===== config.mk =====
export PLATFORM = sky130hd
export DESIGN_NAME = ptmch_trg_log
export DESIGN_NICKNAME = d
export VERILOG_FILES = /design/src/rtl/ptmch_trg_log.sv
export SDC_FILE = /design/constraint.sdc
export NUM_CORES = 1
export LEC_CHECK = 0
export ABC_AREA = 1
export BUFFER_PORTS_ARGS = -buffer_cell sky130_fd_sc_hd__buf_4
export CAP_MARGIN = 20
export CORE_MARGIN = 5
export CORE_UTILIZATION = 56
export DETAILED_ROUTE_END_ITERATION = 8
export HOLD_SLACK_MARGIN = 0.12
export PLACE_DENSITY = 0.75
export SLEW_MARGIN = 0
export SYNTH_ARGS = -nofsm -noshare
export SYNTH_HDL_FRONTEND = slang
export SYNTH_SLANG_ARGS = --single-unit

===== constraint.sdc =====
create_clock -name CLK160M -period 3.1 [get_ports CLK160M]
set_input_delay 0.62 -clock CLK160M [delete_from_list [all_inputs] [get_ports CLK160M]]
set_output_delay 0.62 -clock CLK160M [all_outputs]
set_load 0.005 [all_outputs]

===== src/rtl/ptmch_trg_log.sv =====
// rtl/ptmch_trg_log.sv - trigger rising-edge logger with 24-bit timestamps and FWFT event FIFO
module ptmch_trg_log #(
    parameter int P_DEPTH = 16,
    parameter int P_LVL_W = 5
) (
    input  logic               RESET_N,
    input  logic               CLK160M,
    input  logic [4:0]         TRG_PLS,
    input  logic [4:0]         TRG_EN,
    input  logic               EVT_RD,
    input  logic               OVF_CLR,
    output logic               EVT_VALID,
    output logic [31:0]        EVT_DATA,
    output logic [P_LVL_W-1:0] EVT_LVL,
    output logic               OVF
);

    localparam int PTR_W = $clog2(P_DEPTH);

    logic [4:0]         trg_q;
    logic [4:0]         trg_qd;
    logic [4:0]         trg_edge;
    logic [23:0]        ts_cnt;
    logic [PTR_W-1:0]   wr_ptr;
    logic [PTR_W-1:0]   rd_ptr;
    logic [P_LVL_W-1:0] lvl;
    logic               ovf_q;
    logic [31:0]        mem [P_DEPTH];

    logic wr_req;
    logic is_full;
    logic is_empty;
    logic pop;
    logic push;
    logic ovf_set;

    // The enable is applied at edge time only, so enabling mid-pulse cannot create an event.
    assign trg_edge = trg_q & ~trg_qd & TRG_EN;
    assign wr_req   = |trg_edge;
    assign is_full  = (lvl == P_LVL_W'(P_DEPTH));
    assign is_empty = (lvl == '0);
    assign pop      = EVT_RD & ~is_empty;
    // A pop on a full FIFO frees the slot the incoming entry needs.
    assign push     = wr_req & (~is_full | pop);
    assign ovf_set  = wr_req & is_full & ~pop;

    always_ff @(posedge CLK160M or negedge RESET_N) begin
        if (!RESET_N) begin
            trg_q  <= '0;
            trg_qd <= '0;
            ts_cnt <= '0;
        end else begin
            trg_q  <= TRG_PLS;
            trg_qd <= trg_q;
            ts_cnt <= ts_cnt + 24'd1;
        end
    end

    always_ff @(posedge CLK160M or negedge RESET_N) begin
        if (!RESET_N) begin
            wr_ptr <= '0;
            rd_ptr <= '0;
            lvl    <= '0;
            ovf_q  <= 1'b0;
        end else begin
            if (push) begin
                wr_ptr <= wr_ptr + PTR_W'(1);
            end
            if (pop) begin
                rd_ptr <= rd_ptr + PTR_W'(1);
            end
            case ({push, pop})
                2'b10:   lvl <= lvl + P_LVL_W'(1);
                2'b01:   lvl <= lvl - P_LVL_W'(1);
                default: lvl <= lvl;
            endcase
            if (ovf_set) begin
                ovf_q <= 1'b1;
            end else if (OVF_CLR) begin
                ovf_q <= 1'b0;
            end
        end
    end

    always_ff @(posedge CLK160M) begin
        if (push) begin
            mem[wr_ptr] <= {trg_edge, 3'b000, ts_cnt};
        end
    end

    // Gating by occupancy keeps the output at zero after reset without resetting the array.
    assign EVT_VALID = ~is_empty;
    assign EVT_DATA  = is_empty ? 32'h0 : mem[rd_ptr];
    assign EVT_LVL   = lvl;
    assign OVF       = ovf_q;

endmodule

Word level (Yosys, flattened, before mapping)
Memories as Yosys holds them, arrays and structs flattened.
Index checks and enable logic that the tools add are counted.
- register bits after elaboration: 48
- latch bits: 0
- bits in writable memories: 464
- bits in read-only memories: 0
- bits of input ports: 14
- output and inout port bits: 39
- word-level logic and storage cells: 37
- memories: 1
- add/sub/neg operators: 5
- multiply operators: 0
- divide/modulo/power cells: 0
- magnitude comparators: 0
- eq/ne operators: 3
- shift-type cells: 0
- multiplexer cells: 6
- bitwise operators: 11
- reduce and logical (&&, ||, !) cells: 4
- memories (memory ; depth ; bits a word ; rd ports ; clocked after Yosys merged registers in ; write ports ; line ; RTL):
    mem ; 16 ; 29 ; 1 ; 0 ; 1 ; 28 ; logic [31:0] mem [P_DEPTH];
- operator list (operator ; count):
    $mux W32 ; 1
    $add A24 B1 Y24 const B ; 1
    $and A5 B5 Y5 ; 2
    $pmux W5 S2 ; 1
    $add A4 B1 Y4 const B ; 2
    $add A5 B1 Y5 const B ; 1
    $eq A5 B5 Y1 const B ; 1
    $logic_not A5 Y1 ; 1
    $not A5 Y5 ; 1
    $reduce_or A5 Y1 ; 1
    $sub A5 B1 Y5 const B ; 1
    $and A1 B1 Y1 ; 4
    $mux W1 ; 4
    $reduce_bool A2 Y1 ; 2
    $not A1 Y1 ; 3
    $eq A2 B1 Y1 const B ; 1
    $eq A2 B2 Y1 const B ; 1
    $or A1 B1 Y1 ; 1

Longest topological paths before layout
Gate-level depths: netlist of run 1.
- depth in word-level cells: 7
- gate-level depth with buffers: 15
- depth with buffers taken out: 15

Worst setup path before layout of run 1
Ideal clock, no wire load.
- path type: in2reg
- start point: input port TRG_EN[0]
- end point: memory mem[0][0] in the netlist's numbering, enable pin
- setup time: 0.415 ns
- arrival: 2.952 ns
- data required time: 2.685 ns
- setup slack: -0.267 ns
- cell stages on the path: 8
- path buffers: 0
- path through: nand2_1 nor2_1 inv_1 nand2_1 nor2_1 nor2_4 nand2_1 nor2_1
- longest elaborated chain between the ends: 5
- RTL lines (what ; line ; RTL):
    start, declared ; 9 ; input logic [4:0] TRG_EN,
    $and A5 B5 Y5 ; 38 ; assign trg_edge = trg_q & ~trg_qd & TRG_EN;
    named net trg_edge[0] ; 22 ; logic [4:0] trg_edge;
    $reduce_or A5 Y1 ; 39 ; assign wr_req = |trg_edge;
    $and A1 B1 Y1 ; 44 ; assign push = wr_req & (~is_full | pop);
    $mux W1 ; 86 ; if (push) begin
    $mux W1 (not written as such) ; 87 ; mem[wr_ptr] <= {trg_edge, 3'b000, ts_cnt};
    end, declared ; 28 ;
The timed path passes the listed nets, and every way through them passes these cells.

Worst setup path after layout of run 1
- start point: register rd_ptr[0]
- end point: output port EVT_DATA[29]
- longest elaborated chain between the ends: 2
- RTL lines (what ; line ; RTL):
    start, declared ; 25 ; logic [PTR_W-1:0] rd_ptr;
    start signal, assigned ; 70 ; rd_ptr <= rd_ptr + PTR_W'(1);
    $mem_v2 Z16 W29 ; -- ;
    $mux W32 ; 93 ; assign EVT_DATA = is_empty ? 32'h0 : mem[rd_ptr];
    end, declared ; 13 ; output logic [31:0] EVT_DATA,
Every way passes these cells.

==> results.json, run 1 <==
{
  "crit_type": "flop to output pin",
  "syn_avg_cell_area_sq_um": 12.10,
  "setup.worst_path.end_class": "output pin",
  "worstPathArrival_ns": 2.43,
  "cts.sinks": 512,
  "slowest_stage": "dfrtp_4",
  "rsz0062_at_grt": "yes",
  "synth_ff_type": "edfxtp_1",
  "fmax_mhz": 328.4,
  "status": "finished clean",
  "final_cell_area_sq_um": 24160,
  "whs_ns": 0.1591,
  "antenna_left": 0,
  "fin_skew_ns": 0.01650,
  "dpl-instance-area_sq_um": 22090,
  "period_needed_ns": 3.045,
  "grt_overflow": 0,
  "relSlewSlack": 0.4959,
  "async_flop_share": 0.09375,
  "final.period_utilization": 0.9823,
  "portBuffers": 49,
  "antenna_found_initial": 0,
  "die_h_um": 203.4,
  "tightest_slew_ns": 0.7562,
  "synth-compound-area-share": 0.07253,
  "nets": 1838,
  "grt_pass1_wl_mm": 76.86,
  "max_stage_delay_ns": 0.54,
  "synth_top_family_by_area": "simple AND/OR/NAND/NOR gates",
  "clockBufferDepth": 3,
  "vias_per_cell": 5.987,
  "layout_commonest_cell": "edfxtp_1",
  "netlist_instances": 1730,
  "grt_start_max_net_pins": 140,
  "dr.first_iter.drc_count": 1551,
  "dp_slack_ns": 0.5071,
  "synthSimpleGateAreaFrac": 0.1518,
  "clock_latency_ns": 0.57,
  "finalSetupTns_ns": 0,
  "num_rows": 70,
  "vdd_drop_max_mv": 0.6016,
  "p_per_area_nw_per_um2": 936.8,
  "dpl.hpwl_mm": 27.19,
  "final_layout_size_suffix_gt1_frac": 0.1375,
  "num_vias": 13907,
  "maxCapViolCount": 0,
  "hp-class": "input port to flop",
  "yosys_warnings": 0,
  "slew_violations": 0,
  "diodes": 0,
  "cts_made_buffers": 50,
  "layout_common_cells": "edfxtp_1, nand2_1, a21oi_1",
  "cts_tree": "built",
  "synth_xor_area_frac": 0.01249,
  "clkTransAtPathRegs_ns": 0.06,
  "p_leak_nw": 8.968,
  "htree_levels": 2,
  "netlist_area_sq_um": 20940,
  "dr.pass1.iters": 9,
  "start_kind": "flop",
  "place_congestion": 0.8057,
  "die_x_um": 203.4,
  "synth_seq_cells": 512,
  "ios": 53,
  "seq_area_frac_synth": 0.7227,
  "die_area_sq_um": 41360,
  "synthAdderAreaFrac": 0.006333,
  "core_sq_um": 36790,
  "drt_wl_total_mm": 51.49,
  "setup_viol": 0,
  "grt_usage": 0.2389,
  "avgRoutedWirePerCell_um": 22.16,
  "cp.required_ns": 2.48,
  "final-hold-violation-count": 0,
  "cts-root-buf": "clkbuf_16",
  "ys_types": 34,
  "hp-start": "TRG_PLS[4]",
  "r2r_start": "EVT_LVL[0]",
  "synth_mux_area_frac": 0,
  "crit_chain": "inv_12 > clkbuf_16 > clkbuf_16 > nor2_1 > nor2_1 > o31ai_1 > a21oi_1 > buf_4",
  "start_util": 0.5693,
  "synth_edf_count": 464,
  "critPathLaunch": "rd_ptr[0]",
  "setup_ws_ns": 0.05476,
  "total_power_mw": 22.63,
  "syn_to_final_growth_pct": 15.37,
  "drcViolationCount": 0,
  "first_global_vias": 13479,
  "cp_max_fo": 13
}
through the flow:
stage	cells	utilization
finish	2323	0.6568
global route	2323	0.6568
CTS	2308	0.6474
detailed placement	2209	0.6004
global placement	2209	0.6004
floorplan	1732	-
power breakdown:
| group | internal [mW] | total [mW] | switching [mW] |
|---|---|---|---|
| Sequential | 8.26 | 8.54 | 0.278 |
| Combinational | 3.11 | 8.36 | 5.25 |
| Clock | 3.25 | 5.73 | 2.49 |
| Total | 14.6 | 22.6 | 8.02 |
routing by layer:
layer  track usage  vias up  routed length, um  part of all wire
met5             0        -                  0                 0
met4       0.07324        0               1496             0.029
met3       0.03117       99               4545             0.088
met2        0.4023      745              25420              0.49
met1        0.3301     6797              20020              0.39
li1              -     6266                  -                 -
timing repair:
action / 4_1_cts / 5_1_grt
gates cloned: 3 / 6
pin swaps: 1 / 6
endpoints found under the setup margin: 25 / 28
resized for setup: 9 / 29
hold endpoints to repair: 41 / 0
hold buffers: 1 / 0
setup buffers: 2 / 9
flip-flops by register name (all words and copies together) (netlist names):
register and flops:
EVT_LVL 5, OVF 1, mem 464, rd_ptr 4
trg_q 5, trg_qd 5, ts_cnt 24, wr_ptr 4
cell type report:
type	instances	area, sq um
timing repair buffer	129	1421
tap	468	585.6
multi-input combinational	1084	5293
sequential	512	15140
inverter	36	155.1
clock inverter	25	193.9
fill	2589	12630
timing repair inverter	1	8.758
clock buffer	68	1360
worst max-delay path: cells and delay by family (launching register included):
| family | cells | cell delay (ns) |
|---|---|---|
| AO/OA/AOI/OAI | 2 | 0.53 |
| buffers and inverters | 4 | 0.61 |
| flip-flops | 1 | 0.54 |
| AND/OR/NAND/NOR | 2 | 0.16 |
worst paths after layout:
| path | slack, ns | depth (start not counted) | to |
|---|---|---|---|
| max | 0.05 | 8 | EVT_DATA[29] |
| min | 0.16 | 1 | trg_q[4] |
| max reg2reg | 0.67 | 14 | EVT_LVL[4] |
| min reg2reg | 0.37 | 0 | trg_qd[1] |
| max in group asynchronous | 1.95 | 2 | rd_ptr[1] |
| min in group asynchronous | 0.62 | 2 | trg_qd[0] |
synth_stat cells, types with 2 or more instances:
master	n	area, sq um
nand2_2	7	43.79
nor2_4	4	45.04
nor2_1	154	578.1
clkbuf_1	32	120.1
nor4_1	2	12.51
ha_1	9	112.6
nand3_1	128	640.6
nand2_1	453	1700
nor3_1	4	20.02
nand4_1	8	50.05
buf_6	15	168.9
nand2_4	2	22.52
xor2_1	22	192.7
buf_2	38	190.2
xnor2_1	6	52.55
a21oi_1	152	760.7
nor3_2	2	20.02
buf_1	5	18.77
buf_4	10	75.07
edfxtp_1	464	13930
inv_1	33	123.9
dfrtp_1	48	1201
inv_2	2	7.510
o31ai_1	58	435.4
o21ai_0	63	315.3
cells by family after synthesis:
group                      count (synthesis)
other                                      1
xor gates and xnor gates                  29
AOI/OAI and AO/OA                        274
adders and majority gates                 10
buffers and inverters                    136
and+or+nand+nor                          768
DFF                                      512
Note: power is estimated with default switching activity, not from simulation.
==> run 2, diff against run 1 <==
--- a/config.mk
+++ b/config.mk
@@ -8,11 +8,14 @@
 export ABC_AREA = 1
 export BUFFER_PORTS_ARGS = -buffer_cell sky130_fd_sc_hd__buf_4
 export CAP_MARGIN = 20
+export CELL_PAD_IN_SITES_DETAIL_PLACEMENT = 0
+export CELL_PAD_IN_SITES_GLOBAL_PLACEMENT = 2
 export CORE_MARGIN = 5
-export CORE_UTILIZATION = 56
+export CORE_UTILIZATION = 43
 export DETAILED_ROUTE_END_ITERATION = 8
 export HOLD_SLACK_MARGIN = 0.12
-export PLACE_DENSITY = 0.75
+export PLACE_DENSITY_LB_ADDON = 0.1
+export SETUP_SLACK_MARGIN = 0.05
 export SLEW_MARGIN = 0
 export SYNTH_ARGS = -nofsm -noshare
 export SYNTH_HDL_FRONTEND = slang
==> constraint.sdc (replaced) <==
create_clock -name CLK160M -period 3.2 [get_ports CLK160M]
set_input_delay 0.64 -clock CLK160M [delete_from_list [all_inputs] [get_ports CLK160M]]
set_output_delay 0.64 -clock CLK160M [all_outputs]
set_load 0.005 [all_outputs]
==> results.json, run 2 (synthesized netlist as in run 1, its figures left out) <==
{
  "status": "finished clean",
  "portBuffers": 49,
  "htree_levels": 2,
  "max_stage_delay_ns": 0.48,
  "fin_skew_ns": 0.01315,
  "top_regs": "mem x464, ts_cnt x24",
  "antenna_left": 0,
  "antenna_found_initial": 0,
  "p_per_area_nw_per_um2": 936.1,
  "slowest_stage": "dfrtp_4",
  "vias_per_cell": 5.389,
  "grt_usage": 0.2103,
  "ios": 53,
  "vdd_drop_max_mv": 0.5171,
  "cts_tree": "built",
  "dr.pass1.iters": 5,
  "crit_chain": "buf_6 > inv_16 > buf_4 > clkbuf_16 > nand2_1 > nand3_1 > nand2_1 > a21oi_1 > o31ai_2 > a21oi_2 > buf_4",
  "dpl.hpwl_mm": 28.90,
  "final_cells": 2501,
  "setup.worst_path.end_class": "output pin",
  "tightest_slew_ns": 0.8379,
  "dp.cells": 2358,
  "slew_violations": 0,
  "cts_made_buffers": 55,
  "final_cell_area_sq_um": 25070,
  "setup_viol": 0,
  "relSlewSlack": 0.4414,
  "final_layout_size_suffix_gt1_frac": 0.1564,
  "start_util": 0.4368,
  "avgRoutedWirePerCell_um": 23.15,
  "final.period_utilization": 0.9677,
  "num_rows": 80,
  "clockBufferDepth": 3,
  "cts.sinks": 512,
  "hp-class": "input port to flop",
  "p_leak_nw": 9.300,
  "core_sq_um": 47950,
  "clock_latency_ns": 0.60,
  "first_global_vias": 12988,
  "cp_max_fo": 9,
  "fmax_mhz": 322.9,
  "die_area_sq_um": 53210,
  "dr.first_iter.drc_count": 1056,
  "grt_pass1_wl_mm": 84.41,
  "num_vias": 13477,
  "crit_type": "flop to output pin",
  "drt_wl_total_mm": 57.89,
  "die_h_um": 230.7,
  "layout_commonest_cell": "edfxtp_1",
  "grt_overflow": 0,
  "largest_reg_flops": 464,
  "cp.required_ns": 2.56,
  "drcViolationCount": 0,
  "die_x_um": 230.7,
  "layout_common_cells": "edfxtp_1, nand2_1, nor2_1",
  "grt_start_max_net_pins": 83,
  "dpl-instance-area_sq_um": 22370,
  "syn_to_final_growth_pct": 19.72,
  "rsz0062_at_grt": "yes",
  "total_power_mw": 23.47,
  "regMostFlops": "mem",
  "diodes": 0,
  "worstPathArrival_ns": 2.46,
  "cts-root-buf": "clkbuf_16",
  "start_kind": "flop",
  "period_needed_ns": 3.097,
  "place_congestion": 0.7375,
  "maxCapViolCount": 0,
  "nets": 1864,
  "final-hold-violation-count": 0,
  "clkTransAtPathRegs_ns": 0.06
}
[run 2: cell count changes in the layout (fill, tap and decap cells not counted), sizes merged]
cell / before / now
buf: 120 / 130
dlygate4sd3: 1 / 4
clkinvlp: 2 / 0
clkbuf: 73 / 88
bufinv: 2 / 3
bufbuf: 3 / 5
inv: 36 / 38
[run 2: power by group]
group / total [mW] / switching, mW / internal [mW] / leakage, nW
Sequential: 8.31 / 0.308 / 8.00 / 4.67
Combinational: 9.03 / 5.43 / 3.60 / 3.77
Clock: 6.13 / 2.55 / 3.58 / 0.854
Total: 23.5 / 8.28 / 15.2 / 9.30
[run 2: what timing repair did]
item	CTS	global route
hold buffers	4	0
hold endpoints to repair	49	0
endpoints found under the setup margin	28	28
pin swaps	2	18
resized for setup	24	40
gates cloned	9	11
setup buffers	5	12
[run 2: final timing paths]
kind                             from            to  slack (ns)  cells past startpoint
max in group asynchronous     RESET_N     rd_ptr[3]        2.03                      2
max                         rd_ptr[0]  EVT_DATA[11]        0.10                     11
min                        TRG_PLS[0]      trg_q[0]        0.15                      1
min in group asynchronous     RESET_N     trg_qd[3]        0.61                      2
max reg2reg                EVT_LVL[1]    EVT_LVL[4]        0.88                     14
min reg2reg                  trg_q[1]     trg_qd[1]        0.37                      0
[run 2: layout make-up]
cell class / instances / area [sq um]
fillers: 4094 / 22870
flip-flops and latches: 512 / 15150
multi-input cells: 1084 / 5358
repair buffers: 149 / 1896
clock buffers: 78 / 1545
well taps: 615 / 769.5
clock inverters: 25 / 186.4
inverters: 36 / 153.9
repair inverters: 2 / 17.52
[run 2: critical path, delay by kind of cell (launching register included)]
family	cells	cell delay, ns
DFF	1	0.48
and+or+nand+nor	3	0.20
buffers and inverters	5	0.70
AOI/OAI and AO/OA	3	0.46
[run 2: metrics by stage]
step                  util  setup TNS [ns]  hold WS, ns  setup slack [ns]
floorplan                -          -65.04       0.3444           -0.1869
global placement    0.4666               0       0.3621            0.5297
detailed placement  0.4666               0       0.3630            0.5209
CTS                 0.5126               0       0.1217           0.02048
global route        0.5229               0       0.1321          0.001800
finish              0.5229               0       0.1548            0.1034
[run 2: layer usage]
layer | share of wire | GRT usage
met1 | 0.45 | 0.2980
met2 | 0.49 | 0.3461
met4 | 0.021 | 0.06129
met5 | 0 | 0
met3 | 0.038 | 0.02544
==> run 3, diff against run 2 <==
--- a/config.mk
+++ b/config.mk
@@ -10,6 +10,7 @@
 export CAP_MARGIN = 20
 export CELL_PAD_IN_SITES_DETAIL_PLACEMENT = 0
 export CELL_PAD_IN_SITES_GLOBAL_PLACEMENT = 2
+export CORE_ASPECT_RATIO = 1.1
 export CORE_MARGIN = 5
 export CORE_UTILIZATION = 43
 export DETAILED_ROUTE_END_ITERATION = 8
==> results.json, run 3 (synthesized netlist as in run 1, its figures left out) <==
{
  "p_per_area_nw_per_um2": 916.5,
  "avgRoutedWirePerCell_um": 22.75,
  "dr.first_iter.drc_count": 1055,
  "setup_ws_ns": 0.1044,
  "die_area_sq_um": 53220,
  "fmax_mhz": 323.0,
  "clockBufferDepth": 3,
  "layout_commonest_cell": "edfxtp_1",
  "die_x_um": 220.4,
  "p_leak_nw": 9.075,
  "clkTransAtPathRegs_ns": 0.06,
  "grt_usage": 0.2105,
  "vdd_drop_max_mv": 0.5039,
  "cts_tree": "built",
  "num_vias": 13191,
  "regArea_sq_um": 15140,
  "total_power_mw": 22.54,
  "cts-root-buf": "clkbuf_16",
  "drcViolationCount": 0,
  "start_kind": "flop",
  "cts_made_buffers": 53,
  "clock_latency_ns": 0.60,
  "num_rows": 84,
  "slew_violations": 0,
  "drt_wl_total_mm": 57.05,
  "grt_pass1_wl_mm": 83.43,
  "setup_viol": 0,
  "diodes": 0,
  "maxCapViolCount": 0,
  "largest_reg_flops": 464,
  "portBuffers": 49,
  "grt_overflow": 0,
  "finalSetupTns_ns": 0,
  "relSlewSlack": 0.3974,
  "period_needed_ns": 3.096,
  "tightest_slew_ns": 0.9018,
  "rsz0062_at_grt": "yes",
  "place_congestion": 0.7371,
  "hp-class": "input port to flop",
  "fillers": 4224,
  "setup.worst_path.end_class": "output pin",
  "antenna_found_initial": 0,
  "ios": 53,
  "layout_common_cells": "edfxtp_1, nand2_1, a21oi_1",
  "worstPathArrival_ns": 2.46,
  "dpl.hpwl_mm": 29.53,
  "dr.pass1.iters": 5,
  "start_util": 0.4360,
  "status": "finished clean",
  "cp.required_ns": 2.56,
  "final.period_utilization": 0.9674,
  "core_sq_um": 48030,
  "cp_max_fo": 27,
  "dp_slack_ns": 0.3853,
  "top_regs": "mem x464, ts_cnt x24",
  "antenna_left": 0,
  "regMostFlops": "mem",
  "vias_per_cell": 5.262,
  "multiInputGateArea_sq_um": 5278,
  "whs_ns": 0.1605,
  "nets": 1843,
  "first_global_vias": 12740,
  "final-hold-violation-count": 0,
  "htree_levels": 2,
  "grt_start_max_net_pins": 90,
  "cts.sinks": 512,
  "crit_type": "flop to output pin",
  "fin_skew_ns": 0.01822,
  "die_h_um": 241.5,
  "final_layout_size_suffix_gt1_frac": 0.1429,
  "syn_to_final_growth_pct": 17.42
}
## run 3: worst paths after layout
kind,from,endpoint,slack (ns),cells past startpoint
hold / removal,TRG_PLS[1],trg_q[1],0.16,1
hold reg to reg,trg_q[0],trg_qd[0],0.37,0
setup reg to reg,EVT_LVL[0],mem[7][28],0.81,7
max in group asynchronous,RESET_N,rd_ptr[1],2.02,2
setup / recovery,rd_ptr[0],EVT_DATA[21],0.10,9
min in group asynchronous,RESET_N,trg_qd[2],0.61,2
## run 3: layout make-up
cell class / instances / share of cell area
Clock buffer: 79 / 0.06412
Clock inverter: 19 / 0.005852
Inverter: 36 / 0.006920
Multi-Input combinational cell: 1084 / 0.2146
Sequential cell: 512 / 0.6159
Tap cell: 645 / 0.03282
Timing Repair Buffer: 129 / 0.05852
Timing Repair inverter: 3 / 0.001272
## run 3: worst max-delay path: stages, from the launching register on
cell and delay [ns]:
dfrtp_4 0.51, buf_12 0.17, buf_12 0.13, inv_8 0.12
clkbuf_16 0.23, nor2_1 0.05, nor2_1 0.11, o31ai_1 0.08
a21oi_1 0.26, buf_4 0.18
## run 3: power breakdown
part           total, mW  internal, mW  switching (mW)
sequential          8.24          8.00           0.242
combinational       8.21          2.99            5.21
clock               6.09          3.55            2.53
## run 3: per-stage QoR
| step | cells | instance area (sq um) | utilization |
|---|---|---|---|
| 2_1_floorplan | 1732 | 20960 | - |
| 3_3_place_gp | 2389 | 22360 | 0.4655 |
| 5_1_grt | 2507 | 24590 | 0.5119 |
| 3_5_place_dp | 2389 | 22360 | 0.4655 |
| 6_report | 2507 | 24590 | 0.5119 |
| 4_1_cts | 2492 | 24210 | 0.5040 |
## run 3: metal layers
metal | track usage | share of wire | up-vias
met3 | 0.02375 | 0.037 | 72
met5 | 0 | 0 | -
met2 | 0.3549 | 0.50 | 281
met1 | 0.2951 | 0.44 | 6551
li1 | - | - | 6287
met4 | 0.05372 | 0.019 | 0
## run 3: repair_timing
action / CTS / global route
setup buffers: 2 / 5
hold buffers: 1 / 0
setup endpoints to repair: 29 / 26
pin swaps: 4 / 10
cloned: 2 / 10
resized for setup: 12 / 29
endpoints found under the hold margin: 47 / 0
